**src/rtl/step_bank_pkg.sv**
```systemverilog
// Shared definitions for the step bank: mode-bit positions, size limits and
// the per-channel register set held in both shadow and active copies.
package step_bank_pkg;

   localparam int STEPM1_BIT   = 0;
   localparam int YFRAC_BIT    = 4;
   localparam int MAX_CHANNELS = 4;
   localparam int MAX_STEP_W   = 24;
   localparam int INC_W        = 8;

   typedef struct packed {
      logic [MAX_STEP_W-1:0] step;
      logic                  stepm1;
      logic                  yfrac;
      logic [INC_W-1:0]      inc;
   } chan_regs_t;

   // Byte pointer wraps after the last byte of the configured step width.
   function automatic logic [1:0] next_ptr(input logic [1:0] ptr, input logic [1:0] last);
      next_ptr = (ptr == last) ? 2'd0 : ptr + 2'd1;
   endfunction

endpackage

```
**src/rtl/step_bank_if.sv**
```systemverilog
// Bus bundle between the controller and the step bank.
// Strobes (LDSTP/LDMOD/LDINC/COMMIT) and ADV bits are single-cycle, sampled on
// every rising clock edge with no back-pressure; outputs are registered.
interface step_bank_if #(
   parameter int CHANNELS = 2,
   parameter int STEP_W   = 8
);
   logic [7:0]                 ID;
   logic [1:0]                 CHSEL;
   logic                       LDSTP;
   logic                       LDMOD;
   logic                       LDINC;
   logic                       COMMIT;
   logic [CHANNELS-1:0]        ADV;
   logic [CHANNELS*STEP_W-1:0] STEP;
   logic [CHANNELS-1:0]        STEPM1;
   logic [CHANNELS-1:0]        YFRAC;
   logic [CHANNELS-1:0]        STEP_EN;

   modport master (
      output ID, CHSEL, LDSTP, LDMOD, LDINC, COMMIT, ADV,
      input  STEP, STEPM1, YFRAC, STEP_EN
   );

   modport slave (
      input  ID, CHSEL, LDSTP, LDMOD, LDINC, COMMIT, ADV,
      output STEP, STEPM1, YFRAC, STEP_EN
   );
endinterface

```
**src/rtl/step_chan.sv**
```systemverilog
// One step channel: shadow/active register pair, byte-serial step loader,
// fractional accumulator and the registered STEP_EN pulse.
module step_chan
   import step_bank_pkg::*;
#(
   parameter int STEP_W = 8,
   parameter int FRAC_W = 8
) (
   input  logic              clk,
   input  logic              rst,
   input  logic [7:0]        id,
   input  logic              ld_stp,
   input  logic              ld_mod,
   input  logic              ld_inc,
   input  logic              commit,
   input  logic              adv,
   output logic [STEP_W-1:0] step,
   output logic              stepm1,
   output logic              yfrac,
   output logic              step_en
);

   localparam int         NBYTES   = STEP_W / 8;
   localparam logic [1:0] LAST_PTR = 2'(NBYTES - 1);

   chan_regs_t        sh_q, sh_d;
   chan_regs_t        act_q, act_d;
   logic [1:0]        ptr_q, ptr_d;
   logic [FRAC_W-1:0] acc_q, acc_d;
   logic              step_en_q, step_en_d;

   logic [1:0]        ptr_eff;
   logic [FRAC_W:0]   sum;
   logic              unused_step_hi;

   always_comb begin
      sh_d    = sh_q;
      ptr_d   = ptr_q;
      ptr_eff = ptr_q;
      // A mode write rewinds the pointer before a same-cycle step byte lands.
      if (ld_mod) begin
         sh_d.stepm1 = id[STEPM1_BIT];
         sh_d.yfrac  = id[YFRAC_BIT];
         ptr_eff     = 2'd0;
         ptr_d       = 2'd0;
      end
      if (ld_stp) begin
         for (int b = 0; b < NBYTES; b++) begin
            if (ptr_eff == 2'(b)) sh_d.step[b*8 +: 8] = id;
         end
         ptr_d = next_ptr(ptr_eff, LAST_PTR);
      end
      if (ld_inc) sh_d.inc = id;
   end

   always_comb begin
      act_d     = act_q;
      acc_d     = acc_q;
      step_en_d = 1'b0;
      sum       = {1'b0, acc_q} + (FRAC_W+1)'(act_q.inc);
      // Commit takes the pre-load shadow and overrides any coincident ADV.
      if (commit) begin
         act_d = sh_q;
         acc_d = '0;
      end else if (adv) begin
         if (act_q.yfrac) begin
            acc_d     = sum[FRAC_W-1:0];
            step_en_d = sum[FRAC_W];
         end else begin
            step_en_d = 1'b1;
         end
      end
   end

   always_ff @(posedge clk or posedge rst) begin
      if (rst) begin
         sh_q      <= '0;
         act_q     <= '0;
         ptr_q     <= 2'd0;
         acc_q     <= '0;
         step_en_q <= 1'b0;
      end else begin
         sh_q      <= sh_d;
         act_q     <= act_d;
         ptr_q     <= ptr_d;
         acc_q     <= acc_d;
         step_en_q <= step_en_d;
      end
   end

   assign step           = act_q.step[STEP_W-1:0];
   assign stepm1         = act_q.stepm1;
   assign yfrac          = act_q.yfrac;
   assign step_en        = step_en_q;
   assign unused_step_hi = ^act_q.step;

endmodule

```
**src/rtl/step_bank.sv**
```systemverilog
// Bank of independent step channels sharing one load bus; CHSEL steers the
// load strobes, COMMIT and ADV reach every channel directly.
module step_bank
   import step_bank_pkg::*;
#(
   parameter int CHANNELS = 2,
   parameter int STEP_W   = 8,
   parameter int FRAC_W   = 8
) (
   input  logic       MasterClock,
   input  logic       RESET,
   step_bank_if.slave bus
);

   logic [CHANNELS*STEP_W-1:0] step_all;
   logic [CHANNELS-1:0]        stepm1_all;
   logic [CHANNELS-1:0]        yfrac_all;
   logic [CHANNELS-1:0]        step_en_all;

   for (genvar n = 0; n < CHANNELS; n++) begin : g_chan
      // CHSEL values beyond the last channel match nothing and are dropped.
      logic sel;
      assign sel = (bus.CHSEL == 2'(n));

      step_chan #(
         .STEP_W (STEP_W),
         .FRAC_W (FRAC_W)
      ) u_chan (
         .clk     (MasterClock),
         .rst     (RESET),
         .id      (bus.ID),
         .ld_stp  (sel & bus.LDSTP),
         .ld_mod  (sel & bus.LDMOD),
         .ld_inc  (sel & bus.LDINC),
         .commit  (bus.COMMIT),
         .adv     (bus.ADV[n]),
         .step    (step_all[n*STEP_W +: STEP_W]),
         .stepm1  (stepm1_all[n]),
         .yfrac   (yfrac_all[n]),
         .step_en (step_en_all[n])
      );
   end

   assign bus.STEP    = step_all;
   assign bus.STEPM1  = stepm1_all;
   assign bus.YFRAC   = yfrac_all;
   assign bus.STEP_EN = step_en_all;

endmodule

```
**src/flat_wrapper.sv**
```systemverilog
// flat-port wrapper written by rule: the top's interface ports become plain ports
module step_bank_flat import step_bank_pkg::*;
#(
   parameter int CHANNELS = 2,
   parameter int STEP_W   = 8,
   parameter int FRAC_W   = 8
)
  (MasterClock, RESET, bus_ID, bus_CHSEL, bus_LDSTP, bus_LDMOD, bus_LDINC, bus_COMMIT, bus_ADV, bus_STEP, bus_STEPM1, bus_YFRAC, bus_STEP_EN);
  step_bank_if #(.CHANNELS(CHANNELS), .STEP_W(STEP_W)) bus_i ();
  input  logic MasterClock;
  input  logic RESET;
  input wire logic [$bits(bus_i.ID)-1:0] bus_ID;
  input wire logic [$bits(bus_i.CHSEL)-1:0] bus_CHSEL;
  input wire logic [$bits(bus_i.LDSTP)-1:0] bus_LDSTP;
  input wire logic [$bits(bus_i.LDMOD)-1:0] bus_LDMOD;
  input wire logic [$bits(bus_i.LDINC)-1:0] bus_LDINC;
  input wire logic [$bits(bus_i.COMMIT)-1:0] bus_COMMIT;
  input wire logic [$bits(bus_i.ADV)-1:0] bus_ADV;
  output wire logic [$bits(bus_i.STEP)-1:0] bus_STEP;
  output wire logic [$bits(bus_i.STEPM1)-1:0] bus_STEPM1;
  output wire logic [$bits(bus_i.YFRAC)-1:0] bus_YFRAC;
  output wire logic [$bits(bus_i.STEP_EN)-1:0] bus_STEP_EN;
  assign bus_i.ID = bus_ID;
  assign bus_i.CHSEL = bus_CHSEL;
  assign bus_i.LDSTP = bus_LDSTP;
  assign bus_i.LDMOD = bus_LDMOD;
  assign bus_i.LDINC = bus_LDINC;
  assign bus_i.COMMIT = bus_COMMIT;
  assign bus_i.ADV = bus_ADV;
  assign bus_STEP = bus_i.STEP;
  assign bus_STEPM1 = bus_i.STEPM1;
  assign bus_YFRAC = bus_i.YFRAC;
  assign bus_STEP_EN = bus_i.STEP_EN;
  step_bank #(.CHANNELS(CHANNELS), .STEP_W(STEP_W), .FRAC_W(FRAC_W)) u_core (.MasterClock(MasterClock), .RESET(RESET), .bus(bus_i));
endmodule
```
**config.mk**
```make
export PLATFORM = sky130hd
export DESIGN_NAME = step_bank_flat
export DESIGN_NICKNAME = d
export VERILOG_FILES = /design/src/rtl/step_bank_pkg.sv /design/src/rtl/step_bank_if.sv /design/src/rtl/step_chan.sv /design/src/rtl/step_bank.sv /design/src/flat_wrapper.sv
export SDC_FILE = /design/constraint.sdc
export NUM_CORES = 1
export LEC_CHECK = 0
export ABC_AREA = 1
export BUFFER_PORTS_ARGS = -buffer_cell sky130_fd_sc_hd__buf_2
export CAP_MARGIN = 20
export CORE_MARGIN = 2
export CORE_UTILIZATION = 60
export DETAILED_ROUTE_END_ITERATION = 6
export HOLD_SLACK_MARGIN = 0.08
export PLACE_DENSITY = 0.84
export SYNTH_ARGS = -nofsm -noshare
export SYNTH_HDL_FRONTEND = slang
export SYNTH_SLANG_ARGS = --single-unit
export TNS_END_PERCENT = 20
```
**constraint.sdc**
```tcl
create_clock -name MasterClock -period 6.02 [get_ports MasterClock]
set_input_delay 0.301 -clock MasterClock [delete_from_list [all_inputs] [get_ports MasterClock]]
set_output_delay 0.301 -clock MasterClock [all_outputs]
set_load 0.02 [all_outputs]
```
==> impl_metrics.yaml, run 1 <==
synth:
  yosysMostFrequentCell: "nand2_1"
  ys.flop_type: "dfrtp_1"
  yosysTopAreaCell: "dfrtp_1"
  ys_seq_area_share_pct: 52.5
  synth_top_area_share_pct: 52.5
  ys_async_sr_fraction_pct: 100
  syn_inst: 512
  synth_fp_nets: 552
  syn_area_um2: 4480
  yosysUniqueCellTypes: 25
  synth_edf_count: 0
  ys_ff_latch: 94
  avgSynthCellArea_um2: 8.76
  synth.top_cells.by_area: "dfrtp_1 52%, nand2_1 18%, ha_1 5.6%"
  synth_common_cells: "214 x nand2_1, 94 x dfrtp_1, 33 x inv_1"
  yosysWarnings: 0
clock_tree:
  cts_max_path_buffers: 2
  cts_tree: "done"
  clock_sinks: 94
  cts_inserted_buffers: 9
  clkTransAtPathRegs_ns: 0.10
  postCtsSetupBuffers: 0
  cts.htree.levels: 3
  post_cts_resized: 0
  insertion_delay_ns: 0.36
  cts_hold_buf: 1
  cts_root_buffer: "clkbuf_8"
grt:
  grtUsageTotal_pct: 22.0
  overflow: 0
  grt_max_degree: 88
  grt_pass1_wl_mm: 14.5
  grt_antenna_before_repair: 0
  grt_pass1_vias: 3134
timing:
  drv_slew: 0
  hold_violations: 0
  finalSetupTns_ns: 0
  worst_slew_pin_slew_ns: 0.710
  rsz0062_at_grt: "false"
  relSlewSlack_pct: 52.7
  whs_ns: 0.193
  fin_crit_sh_pct: 29.0
  finalSetupViolCount: 0
  fin_crit_ns: 1.74
  max_freq_mhz: 574
  setup_ws_ns: 4.28
  fin_skew_ns: 0.0129
final_layout:
  drive_gt1_share_pct: 15.1
  diodes: 0
  area_growth_syn_to_layout_pct: 7.37
  fin_area_um2: 4810
  nets: 572
worst_setup_path:
  required_ns: 6.27
  worstSetupPathType: "primary input to register"
  critPathLaunchType: "primary input"
  arrival_ns: 2.00
  worst_setup_path_end_kind: "register"
  critPathMaxFanout: 40
pwr:
  ir_drop_mv: 0.205
  pwr-share-clk_pct: 25.3
  power.leakage_nw: 2.68
  pwr-share-comb_pct: 22.6
  switching_share_pct: 34.0
  power_switching_mw: 0.543
  power.share.sequential_pct: 52.1
  internal_power_mw: 1.05
  powerDensity_nw_per_um2: 331
  power.total_mw: 1.59
floorplanning:
  row_count: 31
  dieArea_um2: 8180
  io_pins: 40
  design.core.area_um2: 7250
  die_y_um: 90.4
  start_util_pct: 61.8
  dieWidth_um: 90.4
routing:
  drt_first_pass_iters: 4
  drcViolationCount: 0
  wl_mm: 8.47
  antenna_left: 0
  met1_length_mm: 4.04
  viasPerCell: 5.12
  top_layer_used: "met4"
  wl_met3_um: 355
  num_vias: 3254
  met2_length_mm: 3.98
  drt-initial-drc-count: 269
  wire_per_inst_um: 13.3
place:
  port_buffers: 39
  hpwlAfterDp_mm: 5.79
  place_ws_ns: 3.59
  dpl_cell_area_um2: 4560
  finalWeightedCongestion: 0.833
min_path:
  hold_class: "primary input to register"
outcome:
  status: "complete, no violations"
run:
  max_cap_viol_count: 0
[layout by cell type (no fill, tap or decap)]
| master | Yosys | final |
|---|---|---|
| a21oi_1 | 14 | 14 |
| a22o_1 | 4 | 4 |
| a32o_1 | 1 | 1 |
| buf_16 | 0 | 2 |
| buf_2 | 7 | 39 |
| buf_4 | 22 | 1 |
| clkbuf_8 | 0 | 9 |
| clkinv_2 | 0 | 2 |
| clkinv_4 | 0 | 1 |
| dfrtp_1 | 94 | 94 |
| dlygate4sd3_1 | 0 | 1 |
| fa_1 | 2 | 2 |
| ha_1 | 20 | 20 |
| inv_1 | 33 | 32 |
| inv_2 | 3 | 3 |
| inv_6 | 0 | 3 |
| inv_8 | 0 | 2 |
| nand2_1 | 214 | 214 |
| nand2_2 | 2 | 2 |
| nand3_1 | 19 | 19 |
| nand3_4 | 2 | 2 |
| nand3b_1 | 4 | 4 |
| nor2_1 | 14 | 14 |
| nor2_2 | 1 | 1 |
| nor2_4 | 2 | 2 |
| o21ai_0 | 25 | 25 |
| o21ai_1 | 11 | 11 |
| o21ai_2 | 8 | 8 |
| or2_2 | 4 | 4 |
| xnor2_1 | 1 | 1 |
[per-layer routing]
| layer | up-vias | track usage (%) |
|---|---|---|
| li1 | 1645 | - |
| met1 | 1527 | 30.8 |
| met2 | 72 | 36.0 |
| met3 | 10 | 3.34 |
| met4 | 0 | 6.41 |
| met5 | - | 0 |
[path summary, 6_finish.rpt]
path	from	endpoint	slack, ns	depth (start not counted)
min in group asynchronous	RESET	u_core.g_chan[1].u_chan.step_en$_DFF_PP0_	0.35	3
setup / recovery	bus_COMMIT	u_core.g_chan[0].u_chan.acc_q[0]$_DFFE_PP0P_	4.28	6
max in group asynchronous	RESET	u_core.g_chan[1].u_chan.act_q[2]$_DFFE_PP0P_	4.86	5
hold / removal	bus_ADV[0]	u_core.g_chan[0].u_chan.step_en$_DFF_PP0_	0.19	3
setup reg to reg	u_core.g_chan[0].u_chan.act_q[0]$_DFFE_PP0P_	u_core.g_chan[0].u_chan.step_en$_DFF_PP0_	4.31	8
hold reg to reg	u_core.g_chan[1].u_chan.step[5]$_DFFE_PP0P_	u_core.g_chan[1].u_chan.step[5]$_DFFE_PP0P_	0.47	2
[worst max-delay path: stages]
cell and delay [ns]:
buf_2 0.55, inv_1 0.43, buf_16 0.28, nand3_1 0.12
inv_2 0.09, a22o_1 0.20
[power by group through the flow]
stage	registers (mW)	logic [mW]	clock network, mW
2_1_floorplan	0.821	0.323	0
3_3_place_gp	0.838	0.342	0
3_5_place_dp	0.842	0.358	0
4_1_cts	0.831	0.360	0.406
5_1_grt	0.847	0.408	0.434
6_report	0.832	0.360	0.403
[flip-flops by register name (all words and copies together), names as in the netlist]
signal / cells
u_core.g_chan.u_chan.sh_q: 36
u_core.g_chan.u_chan.yfrac: 2
u_core.g_chan.u_chan.step_en: 2
u_core.g_chan.u_chan.stepm1: 2
u_core.g_chan.u_chan.act_q: 16
u_core.g_chan.u_chan.acc_q: 16
u_core.g_chan.u_chan.ptr_q: 4
u_core.g_chan.u_chan.step: 16
[cells by family (layout without fill, tap and decap cells)]
| family | count (synthesis) | after routing | synth area share [%] |
|---|---|---|---|
| AO/OA/AOI/OAI | 63 | 63 | 8.15 |
| XOR/XNOR | 1 | 1 | 0.195 |
| adder cells (fa/ha/maj) | 22 | 22 | 6.48 |
| buffers and inverters | 70 | 95 | 8.57 |
| flip-flops | 94 | 94 | 52.5 |
| AND/OR/NAND/NOR | 262 | 262 | 24.1 |
[metrics by stage]
| step | utilization (%) | instances |
|---|---|---|
| after detailed placement | 62.9 | 617 |
| after global routing | 66.4 | 636 |
| after floorplan | - | 512 |
| after CTS | 65.6 | 634 |
| after global placement | 62.9 | 617 |
| final | 66.4 | 636 |
[area by class of cell]
type,instances,area (µm²)
timing repair buffer,43,268
tap,99,124
inverter,36,136
multi-input combinational,348,1750
fill,582,2440
sequential,94,2350
clock inverter,7,62.6
clock buffer,9,124
Power figures use the tool's default switching activity.
==> inputs of run 2 (changes only) <==
--- a/config.mk
+++ b/config.mk
@@ -5,14 +5,14 @@
 export SDC_FILE = /design/constraint.sdc
 export NUM_CORES = 1
 export LEC_CHECK = 0
-export ABC_AREA = 1
+export ABC_AREA = 0
 export BUFFER_PORTS_ARGS = -buffer_cell sky130_fd_sc_hd__buf_2
 export CAP_MARGIN = 20
 export CORE_MARGIN = 2
-export CORE_UTILIZATION = 60
+export CORE_UTILIZATION = 59
 export DETAILED_ROUTE_END_ITERATION = 6
 export HOLD_SLACK_MARGIN = 0.08
-export PLACE_DENSITY = 0.84
+export PLACE_DENSITY = 0.83
 export SYNTH_ARGS = -nofsm -noshare
 export SYNTH_HDL_FRONTEND = slang
 export SYNTH_SLANG_ARGS = --single-unit
==> constraint.sdc (replaced) <==
create_clock -name MasterClock -period 1.65 [get_ports MasterClock]
set_input_delay 0.0825 -clock MasterClock [delete_from_list [all_inputs] [get_ports MasterClock]]
set_output_delay 0.0825 -clock MasterClock [all_outputs]
set_load 0.02 [all_outputs]
==> impl_metrics.yaml, run 2 <==
outcome:
  status: "finished with violations"
  violations: "negative setup slack"
place:
  finalWeightedCongestion: 0.879
  port_buffers: 39
  hpwlAfterDp_mm: 5.98
  dpl_cell_area_um2: 4800
worst_setup_path:
  cp_num_buf_inv: 0
  cp_cell_sequence: "ha_2 > fa_2 > a21o_1 > a211oi_2 > nor4_1 > a311o_1"
  critPathMaxFanout: 2
  reg2reg_slack_ns: -0.20
  worst_setup_path_end_kind: "register"
  reg2regPathDepth: 6
  required_ns: 1.89
  cpLargestDelayFamily: "compound AO/OA/AOI/OAI gates"
  r2r_end: "u_core.g_chan[0].u_chan.acc_q[6]$_DFFE_PP0P_"
  critPathMaxStageDelay_ns: 0.40
  arrival_ns: 2.09
  critPathLaunchType: "register"
  critPathSlowestCell: "dfrtp_1"
  crit_path_start: "u_core.g_chan[0].u_chan.acc_q[0]$_DFFE_PP0P_"
  reg2reg_from: "u_core.g_chan[0].u_chan.acc_q[0]$_DFFE_PP0P_"
  worstSetupPathType: "register to register"
clock_tree:
  clkTransAtPathRegs_ns: 0.09
  insertion_delay_ns: 0.36
  cts_inserted_buffers: 9
  cts_root_buffer: "clkbuf_8"
  cts_max_path_buffers: 2
  cts.htree.levels: 3
  clock_sinks: 94
  cts_tree: "done"
final_layout:
  fin_area_um2: 5230
  layout_commonest_cell: "dfrtp_1"
  diodes: 0
  largest_reg_flops: 36
  final_cell_mix: "93 x dfrtp_1, 72 x mux2_2, 39 x buf_2"
  top_register: "u_core.g_chan.u_chan.sh_q"
  drive_gt1_share_pct: 41.5
  nets: 445
  area_growth_syn_to_layout_pct: 15.9
pwr:
  ir_drop_mv: 0.748
  power.leakage_nw: 2.41
  internal_power_mw: 4.57
  power.share.sequential_pct: 46.2
  pwr-share-comb_pct: 28.9
  pwr-share-clk_pct: 24.9
  power_switching_mw: 2.05
  powerDensity_nw_per_um2: 1270
  switching_share_pct: 31.0
synth:
  ys_ff_latch: 94
  synth_edf_count: 0
  ys.flop_type: "dfrtp_1"
  synthAdderAreaFrac_pct: 6.44
  synth_fp_nets: 398
  yosysUniqueCellTypes: 40
  yosys.area_share.simple_pct: 9.32
  syn_area_um2: 4510
  yosysTopAreaCell: "dfrtp_1"
  synth.mux.area_fraction_pct: 18.7
  avgSynthCellArea_um2: 12.6
  ys_async_sr_fraction_pct: 100
  synth_top_family_by_area: "multiplexers"
  synth_xor_area_share_pct: 0.971
  synth_compound_area_share_pct: 7.21
  syn_inst: 358
  synth_common_cells: "94 x dfrtp_1, 73 x mux2_2, 22 x buf_4, 22 x nand2_1, 20 x ha_1"
  yosysWarnings: 0
  ys_seq_area_share_pct: 52.2
  synth_top_area_share_pct: 52.2
  synth.top_cells.by_area: "dfrtp_1 52%, mux2_2 18%, ha_1 5.5%"
  yosysMostFrequentCell: "dfrtp_1"
floorplanning:
  start_util_pct: 61.5
  die_y_um: 91.4
  row_count: 31
  dieWidth_um: 91.4
  design.core.area_um2: 7330
  dieArea_um2: 8360
  io_pins: 40
grt:
  grtUsageTotal_pct: 23.7
  grt_antenna_before_repair: 0
  overflow: 0
  grt_max_degree: 43
  grt_pass1_vias: 3042
  grt_pass1_wl_mm: 15.5
min_path:
  hold_path_end: "u_core.g_chan[1].u_chan.step_en$_DFF_PP0_"
  min_from: "bus_ADV[1]"
  hold_class: "primary input to register"
  min_path_cells: 4
routing:
  drt-initial-drc-count: 167
  num_vias: 2984
  wl_mm: 9.36
  viasPerCell: 5.86
  wire_per_inst_um: 18.4
  drcViolationCount: 0
  antenna_left: 0
  drt_first_pass_iters: 4
timing:
  fin_crit_sh_pct: 112
  max_freq_mhz: 541
  drv_slew: 0
  fin_crit_ns: 1.85
  setup_ws_ns: -0.198
  worst_slew_pin_slew_ns: 0.445
  rsz0062_at_grt: "true"
  hold_violations: 0
  fin_skew_ns: 0.00853
  finalSetupViolCount: 4
  relSlewSlack_pct: 70.4
  finalSetupTns_ns: -0.530
run:
  max_cap_viol_count: 0
[run 2: stage by stage]
step,total power [mW],hold WS (ns),cells,worst slack [ns],utilization (%)
after floorplan,4.35,0.233,358,-0.219,-
after global placement,4.68,0.00623,482,-0.258,65.5
after detailed placement,4.78,0.00734,482,-0.308,65.5
after CTS,6.53,0.0852,508,-0.232,70.6
after global routing,6.98,0.0815,509,-0.295,71.3
final,6.62,0.108,509,-0.198,71.3
[run 2: power by group through the flow]
stage	registers, mW	logic (mW)	clock network, mW
3_3_place_gp	3.03	1.65	0
4_1_cts	3.04	1.82	1.67
5_1_grt	3.11	2.08	1.79
3_5_place_dp	3.06	1.72	0
2_1_floorplan	2.97	1.38	0
6_report	3.05	1.91	1.65
[run 2: worst max-delay path by stage]
stage / slack (ns) / end / depth (start not counted)
after detailed placement: -0.31 / u_core.g_chan[0].u_chan.acc_q[6]$_DFFE_PP0P_ / 6
after global placement: -0.26 / u_core.g_chan[0].u_chan.acc_q[6]$_DFFE_PP0P_ / 6
after CTS: -0.23 / u_core.g_chan[0].u_chan.acc_q[6]$_DFFE_PP0P_ / 6
final: -0.20 / u_core.g_chan[0].u_chan.acc_q[6]$_DFFE_PP0P_ / 6
after floorplan: -0.22 / u_core.g_chan[0].u_chan.acc_q[6]$_DFFE_PP0P_ / 6
after global routing: -0.30 / u_core.g_chan[0].u_chan.acc_q[6]$_DFFE_PP0P_ / 6
[run 2: routing by layer]
metal	global-route usage (%)	vias to the layer above	share of wire, %
met1	31.6	1531	43
li1	-	1366	-
met2	39.8	75	52
met3	5.31	12	4.1
met4	5.56	0	1.1
met5	0	-	0
[run 2: kinds of logic (layout without fill, tap and decap cells)]
group,count (synthesis),after routing
mux,75,75
flops,94,94
buf+inv,38,90
compound gates,48,48
xor+xnor,5,5
fa+ha+maj,22,22
simple gates,76,76
[run 2: final cells by class]
cell class	instances	area, µm²
clock buffers	10	128
repair buffers	71	495
well taps	99	124
clock inverters	6	86.3
fillers	474	2110
multi-input cells	226	2020
inverters	3	15.0
flip-flops and latches	94	2350
[run 2: timing repair]
item	CTS	global route
endpoints found under the setup margin	9	10
hold buffers	9	0
pin swaps	2	9
gates resized for setup	10	9
setup buffers	1	2
hold endpoints to repair	122	0
[run 2: worst register-to-register path, stage by stage (launching register included)]
cell,delay (ns)
dfrtp_1,0.40
ha_2,0.21
fa_2,0.36
a21o_1,0.21
a211oi_2,0.21
nor4_1,0.08
a311o_1,0.27
